File: config.mk
export PLATFORM = sky130hd
export DESIGN_NAME = udma_ts_event_tx
export DESIGN_NICKNAME = d
export VERILOG_FILES = /design/src/rtl/udma_ts_event_tx.sv
export SDC_FILE = /design/constraint.sdc
export NUM_CORES = 1
export LEC_CHECK = 0
export BUFFER_PORTS_ARGS = -buffer_cell sky130_fd_sc_hd__buf_2
export CORE_MARGIN = 3
export CORE_UTILIZATION = 45
export CTS_BUF_LIST = sky130_fd_sc_hd__clkbuf_8
export CTS_CLUSTER_SIZE = 8
export DETAILED_ROUTE_END_ITERATION = 8
export PLACE_DENSITY = 0.65
export SLEW_MARGIN = 20
export SYNTH_ARGS = -nofsm -noshare
export SYNTH_HDL_FRONTEND = slang
export SYNTH_SLANG_ARGS = --single-unit
File: constraint.sdc
create_clock -name ts_clk_i -period 2 [get_ports ts_clk_i]
set_input_delay 0.6 -clock ts_clk_i [delete_from_list [all_inputs] [get_ports ts_clk_i]]
set_output_delay 0.6 -clock ts_clk_i [all_outputs]
set_load 0.03 [all_outputs]
File: src/rtl/udma_ts_event_tx.sv
// -----------------------------------------------------------------------------
// udma_ts_event_tx
//
// Purpose:
//   Timestamps asynchronous trigger events and forwards them, one at a time,
//   to a receiver in another clock domain. The handshake is toggle-encoded.
//   Each new event inverts ts_valid_async_o. ts_chid_o and ts_data_o change
//   only in the cycle of that inversion. They then stay stable for at least
//   HOLD_CYCLES cycles, which gives the receiver time to synchronize the
//   toggle and sample the payload.
//
// Ports:
//   ts_clk_i          block clock
//   rst_ni            asynchronous active-low reset
//   en_i              counter enable and trigger enable
//   cnt_clr_i         synchronous clear of the timestamp counter
//   trig_async_i      asynchronous per-channel event inputs
//   ts_valid_async_o  toggle-encoded event strobe
//   ts_chid_o         channel ID of the current event
//   ts_data_o         timestamp of the current event
//   ovf_o             sticky per-channel "event dropped" flags
//   ovf_clr_i         clears all ovf_o bits (a set in the same cycle wins)
//   busy_o            high while an event is in HOLD or any channel is pending
//
// Build option:
//   TS_TX_SATURATE_EN  When defined, the timestamp counter saturates at
//                      all-ones instead of wrapping.
// -----------------------------------------------------------------------------
module udma_ts_event_tx #(
    parameter int NB_CH         = 4,
    parameter int TS_DATA_WIDTH = 28,
    parameter int TS_CHID_WIDTH = 4,
    parameter int HOLD_CYCLES   = 16
) (
    input  logic                     ts_clk_i,
    input  logic                     rst_ni,
    input  logic                     en_i,
    input  logic                     cnt_clr_i,
    input  logic [NB_CH-1:0]         trig_async_i,
    output logic                     ts_valid_async_o,
    output logic [TS_CHID_WIDTH-1:0] ts_chid_o,
    output logic [TS_DATA_WIDTH-1:0] ts_data_o,
    output logic [NB_CH-1:0]         ovf_o,
    input  logic                     ovf_clr_i,
    output logic                     busy_o
);

    // The hold counter only has to hold HOLD_CYCLES-1.
    localparam int HOLD_W = (HOLD_CYCLES > 2) ? $clog2(HOLD_CYCLES) : 1;

    localparam logic STATE_IDLE = 1'b0;
    localparam logic STATE_HOLD = 1'b1;

    // Timestamp counter
    logic [TS_DATA_WIDTH-1:0] cnt_q, cnt_d, cnt_inc;

    // Synchronizer stages plus history flop for edge detection
    logic [NB_CH-1:0] sync0_q, sync1_q, hist_q;
    logic [NB_CH-1:0] rise, rise_en;

    // Per-channel pending flags and captured timestamps
    logic [NB_CH-1:0]                     pend_q, pend_d;
    logic [NB_CH-1:0][TS_DATA_WIDTH-1:0]  cap_q, cap_d;
    logic [NB_CH-1:0]                     ovf_q, ovf_d, ovf_set;

    // Arbitration
    logic                     grant_vld;
    logic [NB_CH-1:0]         grant_oh;
    logic [TS_CHID_WIDTH-1:0] grant_idx;
    logic [TS_DATA_WIDTH-1:0] grant_data;

    // Output handshake FSM
    logic                     state_q, state_d;
    logic [HOLD_W-1:0]        hold_q, hold_d;
    logic                     valid_q, valid_d;
    logic [TS_CHID_WIDTH-1:0] chid_q, chid_d;
    logic [TS_DATA_WIDTH-1:0] data_q, data_d;

    // ---------------- counter ----------------
    always_comb begin
`ifdef TS_TX_SATURATE_EN
        cnt_inc = (&cnt_q) ? cnt_q : cnt_q + TS_DATA_WIDTH'(1);
`else
        cnt_inc = cnt_q + TS_DATA_WIDTH'(1);
`endif
        cnt_d = cnt_q;
        if (cnt_clr_i) begin
            cnt_d = '0;
        end else if (en_i) begin
            cnt_d = cnt_inc;
        end
    end

    // ---------------- edge detect ----------------
    assign rise    = sync1_q & ~hist_q;
    assign rise_en = rise & {NB_CH{en_i}};

    // ---------------- arbitration: lowest pending index wins ----------------
    always_comb begin
        grant_vld  = 1'b0;
        grant_oh   = '0;
        grant_idx  = '0;
        grant_data = '0;
        for (int i = NB_CH - 1; i >= 0; i--) begin
            if (pend_q[i]) begin
                grant_vld  = 1'b1;
                grant_oh   = '0;
                grant_oh[i] = 1'b1;
                grant_idx  = TS_CHID_WIDTH'(i);
                grant_data = cap_q[i];
            end
        end
        // Grants are only issued from IDLE.
        if (state_q != STATE_IDLE) begin
            grant_vld = 1'b0;
            grant_oh  = '0;
        end
    end

    // ---------------- pending / capture / overflow ----------------
    always_comb begin
        // A rise on a channel that stays pending is dropped. The first event
        // is still queued, so the new one is reported as an overflow.
        ovf_set = rise_en & pend_q & ~grant_oh;
        pend_d  = (pend_q & ~grant_oh) | rise_en;
        cap_d   = cap_q;
        for (int i = 0; i < NB_CH; i++) begin
            if (rise_en[i] && !ovf_set[i]) begin
                cap_d[i] = cnt_q;
            end
        end
        ovf_d = (ovf_clr_i ? '0 : ovf_q) | ovf_set;
    end

    // ---------------- FSM ----------------
    always_comb begin
        state_d = state_q;
        hold_d  = hold_q;
        valid_d = valid_q;
        chid_d  = chid_q;
        data_d  = data_q;
        if (state_q == STATE_IDLE) begin
            if (grant_vld) begin
                valid_d = ~valid_q;
                chid_d  = grant_idx;
                data_d  = grant_data;
                hold_d  = HOLD_W'(HOLD_CYCLES - 1);
                state_d = STATE_HOLD;
            end
        end else begin
            if (hold_q == '0) begin
                state_d = STATE_IDLE;
            end else begin
                hold_d = hold_q - HOLD_W'(1);
            end
        end
    end

    always_ff @(posedge ts_clk_i or negedge rst_ni) begin
        if (!rst_ni) begin
            cnt_q   <= '0;
            sync0_q <= '0;
            sync1_q <= '0;
            hist_q  <= '0;
            pend_q  <= '0;
            cap_q   <= '0;
            ovf_q   <= '0;
            state_q <= STATE_IDLE;
            hold_q  <= '0;
            valid_q <= 1'b0;
            chid_q  <= '0;
            data_q  <= '0;
        end else begin
            cnt_q   <= cnt_d;
            sync0_q <= trig_async_i;
            sync1_q <= sync0_q;
            hist_q  <= sync1_q;
            pend_q  <= pend_d;
            cap_q   <= cap_d;
            ovf_q   <= ovf_d;
            state_q <= state_d;
            hold_q  <= hold_d;
            valid_q <= valid_d;
            chid_q  <= chid_d;
            data_q  <= data_d;
        end
    end

    assign ts_valid_async_o = valid_q;
    assign ts_chid_o        = chid_q;
    assign ts_data_o        = data_q;
    assign ovf_o            = ovf_q;
    assign busy_o           = (state_q != STATE_IDLE) | (|pend_q);

endmodule

==> reports/qor.csv, run 1 <==
stage;metric;value;unit
finish;commonest cells after routing, fill and taps aside;195 x dfrtp_1, 103 x mux2_2, 59 x nand2_1, 46 x buf_4, 42 x buf_2;
sta;Fin. Hold Viols;0;
pwr;Pwr Density;752;mW/mm²
finish;sequential cell area;0.00491;mm²
grt;M1 GR Usage;0.253;
sta;Fmax achieved;519;MHz
clock_network;Inserted Clock Buffers;17;
sta;minimum clock period;1.93;ns
pwr;Net Sw Frac;0.251;
floorplan;# rows;48;
finish;nets@finish;739;
sta;# setup viols final;0;
clock_network;Root Buffer;clkbuf_8;
routing;Initial DRT Pass Iterations;4;
yosys;proportion of netlist area held by the largest area contributor;0.601;
clock_network;Worst-Skew Late Latency;0.46;ns
placement;DP Worst Slack;-0.137;ns
grt;most crowded layer after global routing;met2;
sta;Setup Skew;0.0101;ns
yosys;top_reg_cell synth;dfrtp_1;
sta;Slew Limit Fails;0;
pwr;part of the power in registers;0.583;
floorplan;full die area;0.0198;mm²
pwr;Pint;5.26;mW
grt;gr ovfl total;0;
finish;layout cells sized above 1;0.332;
floorplan;core area;0.0175;mm²
critical_path;Worst EP required;1.40;ns
yosys;yosys synthesis warning count;0;
grt;first-pass GRT wire length;29800;µm
floorplan;die height;141;µm
finish;Area Growth Syn to Fin;14.6;%
finish;most common cell after layout, fill and taps aside;dfrtp_1;
placement;hpwl dp;11500;µm
critical_path;CP Launch Point;pend_q[0]$_DFF_PN0_;
pwr;switching pwr;1.77;mW
status;outcome;completed;
sta;Rel. slew slack;0.641;
critical_path;CP Data Arrival Time;1.33;ns
sta;RSZ-0062 raised after global routing;yes;
sta;Final WS setup;0.0727;ns
placement;port bufs;44;
pwr;combinational group share of total power;0.077;
yosys;EDFF count, synth;0;
clock_network;H-tree depth;4;
grt;initial antenna violation count;0;
floorplan;die width;141;µm
sta;Sum Neg Setup Slack;0;ns
critical_path;Worst R2R Start;cnt_q[5]$_DFFE_PN0P_;
pwr;Leak;4.44;nW
critical_path;Setup CP Type;reg2out;
placement;placer congestion estimate;0.801;
grt;met2 Use GR;0.311;
critical_path;Setup crit end kind;primary output;
job;max cap viols;0;
clock_network;clk slew on worst S/H paths;0.10;ns
clock_network;hold-fix buffers at CTS;0;
pwr;clock power share;0.340;
floorplan;Initial Utilization;0.465;
routing;DRT antenna net count;0;
grt;Total GRT Usage;0.188;
yosys;Seq cells post-synth;196;
finish;multi-input logic area;0.00301;mm²
routing;Starting DRT DRC Count;403;
yosys;asr flop ratio synth;1.00;
floorplan;Top Ports;47;
routing;# DRC;0;
pwr;Worst VDD drop;0.000568;V
clock_network;total clock sinks;196;
sta;Worst Max-Slew Pin Slew;0.538;ns
sta;Final Cycle Share;0.964;
critical_path;CP Launch Type;flip-flop;
yosys;Mapped Cells;660;
finish;Antenna diodes;0;
routing;Via density;5.70;
grt;grt met3 use;0.0380;
grt;pin count of the biggest net entering global routing;51;
critical_path;crit-path max FO;6;
grt;vias in the first global route;5730;
yosys;Yosys cell types;39;
yosys;area leader, netlist;dfrtp_1;
yosys;area of the mapped netlist;0.00816;mm²
min_path;min-delay worst type;in2async;
routing;Vias;5500;
yosys;largest cells by area after synthesis;dfrtp_1 60%, mux2_2 14%, o31ai_1 3.3%;
routing;Routed WL per cell;18.7;µm
yosys;register area share after synthesis;0.601;
clock_network;TritonCTS clock tree;built;
finish;fill count;1506;
clock_network;clock tree buffer depth;2;
yosys;Post-Syn Area per Cell;12.4;µm²
routing;final wirelength;18000;µm
-- worst max-delay path: stages (launching register included) --
cell     delay (ns)
dfrtp_1        0.40
buf_6          0.14
nor2_4         0.11
nand3_2        0.08
buf_6          0.14
-- cells by family (layout without fill, tap and decap cells) --
family                   Yosys count  after routing  share of synthesized area
adder cells (fa/ha/maj)            3              3                    0.00460
buffers and inverters             65            144                     0.0333
XOR/XNOR                          13             13                     0.0140
AND/OR/NAND/NOR                  133            133                     0.0827
AO/OA/AOI/OAI                    145            145                      0.121
multiplexers                     104            104                      0.143
flip-flops                       196            196                      0.601
other                              1              2                   0.000460
-- synth_stat cells, drive strengths merged, types with 2 or more instances --
master	n
dfrtp	196
mux2	103
nand2	60
o31ai	36
clkbuf	33
o22ai	32
a221oi	27
o21ai	23
a21oi	20
buf	18
nor2	15
inv	14
nand3	11
or4	11
or3	10
nand4	8
xnor2	8
xor2	5
nand3b	4
nor3	4
and4	3
ha	3
nand2b	3
nor4	2
o2111ai	2
-- flip-flops by register name, summed over array words and instances (netlist names) --
signal and flops:
cap_q 112, cnt_q 28, state_q 1, ovf_o 4
ts_chid_o 2, sync1_q 4, ts_valid_async_o 1, pend_q 4
hist_q 4, sync0_q 4, hold_q 4, ts_data_o 28
-- path summary, 6_finish.rpt --
check	end	slack (ns)	cells past startpoint
setup / recovery	busy_o	0.07	4
hold / removal	ts_data_o[25]$_DFFE_PN0P_	0.08	1
setup reg to reg	cnt_q[14]$_DFFE_PN0P_	0.07	5
hold reg to reg	sync1_q[3]$_DFF_PN0_	0.35	0
max in group asynchronous	pend_q[2]$_DFF_PN0_	1.20	2
min in group ts_clk_i	sync0_q[0]$_DFF_PN0_	0.24	1
-- metal layers --
layer | vias up | wire length, µm | share of wire
met5 | - | 0 | 0
met4 | 0 | 196 | 0.011
met3 | 14 | 789 | 0.044
met2 | 121 | 9020 | 0.50
met1 | 2805 | 7990 | 0.44
li1 | 2560 | - | -
-- per-stage QoR --
step           hold WS, ns  std cells   util  instance area [µm²]  power (mW)
4_1_cts             0.0733        963  0.531                 9310        7.11
3_3_place_gp         0.332        930  0.508                 8920        4.71
5_1_grt             0.0778        965  0.533                 9350        7.33
2_1_floorplan        0.304        661      -                 8170        4.47
6_report            0.0841        965  0.533                 9350        7.03
3_5_place_dp         0.338        930  0.508                 8920        4.73
-- power groups by stage --
stage | clock network [mW] | registers [mW] | logic (mW)
2_1_floorplan | 0 | 4.29 | 0.173
3_3_place_gp | 0 | 4.17 | 0.539
3_5_place_dp | 0 | 4.18 | 0.551
4_1_cts | 2.46 | 4.10 | 0.552
5_1_grt | 2.63 | 4.11 | 0.593
6_report | 2.39 | 4.09 | 0.543
-- layout make-up --
cell class | instances | area share
multi-input combinational | 400 | 0.322
inverter | 14 | 0.00562
tap | 225 | 0.0301
timing repair buffer | 98 | 0.0774
clock inverter | 13 | 0.0118
sequential | 196 | 0.525
clock buffer | 19 | 0.0280
-- timing repair --
| item | 4_1_cts | 5_1_grt |
|---|---|---|
| setup buffers | 1 | 2 |
| endpoints found under the setup margin | 1 | 35 |
| pin swaps | 0 | 0 |
| resized for setup | 5 | 9 |
Power figures use the tool's default switching activity.
==> run 2, diff against run 1 <==
ABC_AREA = 1   (was unset)
==> run 2 against run 1 <==
Count of clock-buffer cells in the layout decreased by 2. Critical path depth rose by 1. Sequential power is essentially flat. Sequential share of layout area is 0.82 points lower. Design area is 1.6% higher. Non-clock buffer count down 28. Combinational power is essentially flat. Largest power group unchanged.
==> reports/qor.csv, run 2 <==
stage;metric;value;unit;change
status;outcome;completed;;unchanged
sta;Slew Limit Fails;0;;unchanged
clock_network;Inserted Clock Buffers;17;;unchanged
critical_path;Worst EP required;1.40;ns;about the same
yosys;proportion of netlist area held by the largest area contributor;0.576;;was 0.601
routing;# DRC;0;;unchanged
finish;Antenna diodes;0;;unchanged
yosys;register area share after synthesis;0.576;;was 0.601
finish;fill count;1728;;was 1506
yosys;Yosys cell types;29;;was 39
yosys;yosys synthesis warning count;0;;unchanged
sta;RSZ-0062 raised after global routing;yes;;unchanged
routing;Via density;5.21;;was 5.70
finish;sequential cell area;0.00490;mm²;was 0.00491 mm²
finish;multi-input logic area;0.00309;mm²;was 0.00301 mm²
yosys;asr flop ratio synth;1.00;;unchanged
sta;Sum Neg Setup Slack;0;ns;unchanged
yosys;area leader, netlist;dfrtp_1;;unchanged
clock_network;Worst-Skew Late Latency;0.47;ns;was 0.46 ns
job;max cap viols;0;;unchanged
finish;most common cell after layout, fill and taps aside;nand2_1;;was dfrtp_1
grt;gr ovfl total;0;;unchanged
placement;placer congestion estimate;0.809;;was 0.801
critical_path;Setup CP Type;reg2out;;unchanged
yosys;area of the mapped netlist;0.00852;mm²;was 0.00816 mm²
floorplan;die height;144;µm;was 141 µm
routing;final wirelength;19100;µm;was 18000 µm
yosys;top_reg_cell synth;dfrtp_1;;unchanged
pwr;Pwr Density;787;mW/mm²;was 752 mW/mm²
yosys;most common library cells after synthesis;298 x nand2_1, 196 x dfrtp_1, 105 x o21ai_0;;was 196 x dfrtp_1, 103 x mux2_2, 60 x nand2_1
sta;Final Cycle Share;0.994;;was 0.964
clock_network;Root Buffer;clkbuf_8;;unchanged
finish;nets@finish;1005;;was 739
finish;Area Growth Syn to Fin;11.5;%;was 14.6%
sta;Fmax achieved;503;MHz;was 519 MHz
clock_network;clk slew on worst S/H paths;0.11;ns;was 0.10 ns
grt;Total GRT Usage;0.200;;was 0.188
placement;port bufs;44;;unchanged
grt;first-pass GRT wire length;32600;µm;was 29800 µm
clock_network;clock tree buffer depth;2;;unchanged
finish;commonest cells after routing, fill and taps aside;297 x nand2_1, 196 x dfrtp_1, 105 x o21ai_0, 57 x inv_1;;was 195 x dfrtp_1, 103 x mux2_2, 59 x nand2_1, 46 x buf_4, 42 x buf_2
min_path;min-delay worst type;in2async;;unchanged
routing;Routed WL per cell;15.5;µm;was 18.7 µm
clock_network;H-tree depth;4;;unchanged
clock_network;TritonCTS clock tree;built;;unchanged
yosys;largest cells by area after synthesis;dfrtp_1 58%, nand2_1 13%, o21ai_0 6.2%;;was dfrtp_1 60%, mux2_2 14%, o31ai_1 3.3%
grt;pin count of the biggest net entering global routing;57;;was 51
routing;Initial DRT Pass Iterations;5;;was 4
pwr;Leak;4.37;nW;was 4.44 nW
yosys;most frequent cell after synthesis;nand2_1;;was dfrtp_1
floorplan;full die area;0.0206;mm²;was 0.0198 mm²
routing;DRT antenna net count;0;;unchanged
critical_path;CP Data Arrival Time;1.39;ns;was 1.33 ns
sta;# setup viols final;0;;unchanged
sta;Fin. Hold Viols;0;;unchanged
floorplan;Top Ports;47;;unchanged
grt;initial antenna violation count;0;;unchanged
placement;hpwl dp;12400;µm;was 11500 µm
floorplan;die width;144;µm;was 141 µm
critical_path;Setup crit end kind;primary output;;unchanged
yosys;Seq cells post-synth;196;;unchanged
clock_network;total clock sinks;196;;unchanged
yosys;Post-Syn Area per Cell;8.96;µm²;was 12.4 µm²
critical_path;Worst R2R Setup Slack;0.35;ns;was 0.07 ns
pwr;Worst VDD drop;0.000373;V;was 0.000568 V
finish;layout cells sized above 1;0.167;;was 0.332
critical_path;CP Launch Type;flip-flop;;unchanged
finish;Most flops, register;cap_q;;unchanged
grt;vias in the first global route;6199;;was 5730
sta;Setup Skew;0.0125;ns;was 0.0101 ns
routing;Vias;6429;;was 5500
finish;Largest register FFs;112;;unchanged
sta;minimum clock period;1.99;ns;was 1.93 ns
routing;Starting DRT DRC Count;527;;was 403
pwr;Tot Pwr;7.47;mW;was 7.03 mW
floorplan;Initial Utilization;0.466;;was 0.465
floorplan;# rows;49;;was 48
yosys;Mapped Cells;951;;was 660
yosys;EDFF count, synth;0;;unchanged
critical_path;crit-path max FO;2;;was 6
floorplan;core area;0.0183;mm²;was 0.0175 mm²
==> run 2: cell types whose count changed in the layout (fill, tap and decap cells not counted), sizes merged, moves of 27 or more <==
| cell | change |
|---|---|
| o31ai | -36 |
| inv | +52 |
| nand2 | +239 |
| o22ai | -28 |
| buf | -28 |
| nor2 | +46 |
| a221oi | -27 |
| o21ai | +116 |
| mux2 | -103 |
| nand3 | +41 |
| or2 | +27 |
==> run 2: per-stage QoR <==
stage	area [µm²]	hold slack (ns)	utilization	cells	setup WS, ns
detailed placement	9000	0.335	0.492	1197	0.217
global route	9500	0.0634	0.520	1235	-0.0592
finish	9500	0.0607	0.520	1235	0.0116
floorplan	8520	0.304	-	952	0.490
global placement	9000	0.332	0.492	1197	0.249
CTS	9480	0.0533	0.519	1233	-0.0470
==> run 2: cell families (layout without fill, tap and decap cells) <==
group | Yosys count | count (layout) | share of synthesized area
xor gates and xnor gates | 2 | 2 | 0.00206
buffers and inverters | 109 | 163 | 0.0633
AOI/OAI and AO/OA | 187 | 187 | 0.132
DFF | 196 | 196 | 0.576
adders and majority gates | 3 | 3 | 0.00441
other | 1 | 2 | 0.000440
and+or+nand+nor | 453 | 453 | 0.222
==> run 2: final cells by class <==
type / count / share of cell area
sequential: 196 / 0.517
multi-input combinational: 647 / 0.325
clock inverter: 15 / 0.0220
tap: 229 / 0.0302
clock buffer: 17 / 0.0246
inverter: 61 / 0.0241
timing repair buffer: 70 / 0.0572
==> run 2: worst max-delay path, stage by stage, from the launching register on <==
cell	delay, ns
dfrtp_1	0.41
nor2_2	0.13
nand2_1	0.08
nor2_2	0.09
nand2_1	0.08
buf_6	0.14
==> run 2: where the power goes <==
group	leakage, nW	internal, mW	switching [mW]	total, mW
logic	1.49	0.160	0.386	0.546
registers	2.66	4.06	0.0484	4.10
clock network	0.223	1.30	1.52	2.82
total	4.37	5.52	1.95	7.47
==> run 2: metal layers <==
| metal | vias up | track usage | routed length [µm] |
|---|---|---|---|
| met4 | 0 | 0.0610 | 316 |
| met3 | 26 | 0.0319 | 724 |
| met2 | 124 | 0.314 | 8960 |
| met1 | 3080 | 0.290 | 9120 |
| met5 | - | 0 | 0 |
| li1 | 3199 | - | - |
==> run 2: final timing paths <==
path / from / to / depth (start not counted)
setup / recovery: pend_q[3]$_DFF_PN0_ / busy_o / 5
hold / removal: rst_ni / cap_q[66]$_DFFE_PN0P_ / 1
setup reg to reg: pend_q[3]$_DFF_PN0_ / ts_data_o[25]$_DFFE_PN0P_ / 9
hold reg to reg: sync0_q[1]$_DFF_PN0_ / sync1_q[1]$_DFF_PN0_ / 0
max in group asynchronous: rst_ni / cap_q[104]$_DFFE_PN0P_ / 2
min in group ts_clk_i: trig_async_i[3] / sync0_q[3]$_DFF_PN0_ / 1
==> run 2: what timing repair did <==
action | 4_1_cts | 5_1_grt
gates cloned | 0 | 0
hold buffers | 0 | 0
setup buffers | 4 | 2
endpoints found under the setup margin | 1 | 1
gates resized for setup | 4 | 0
pin swaps | 2 | 3
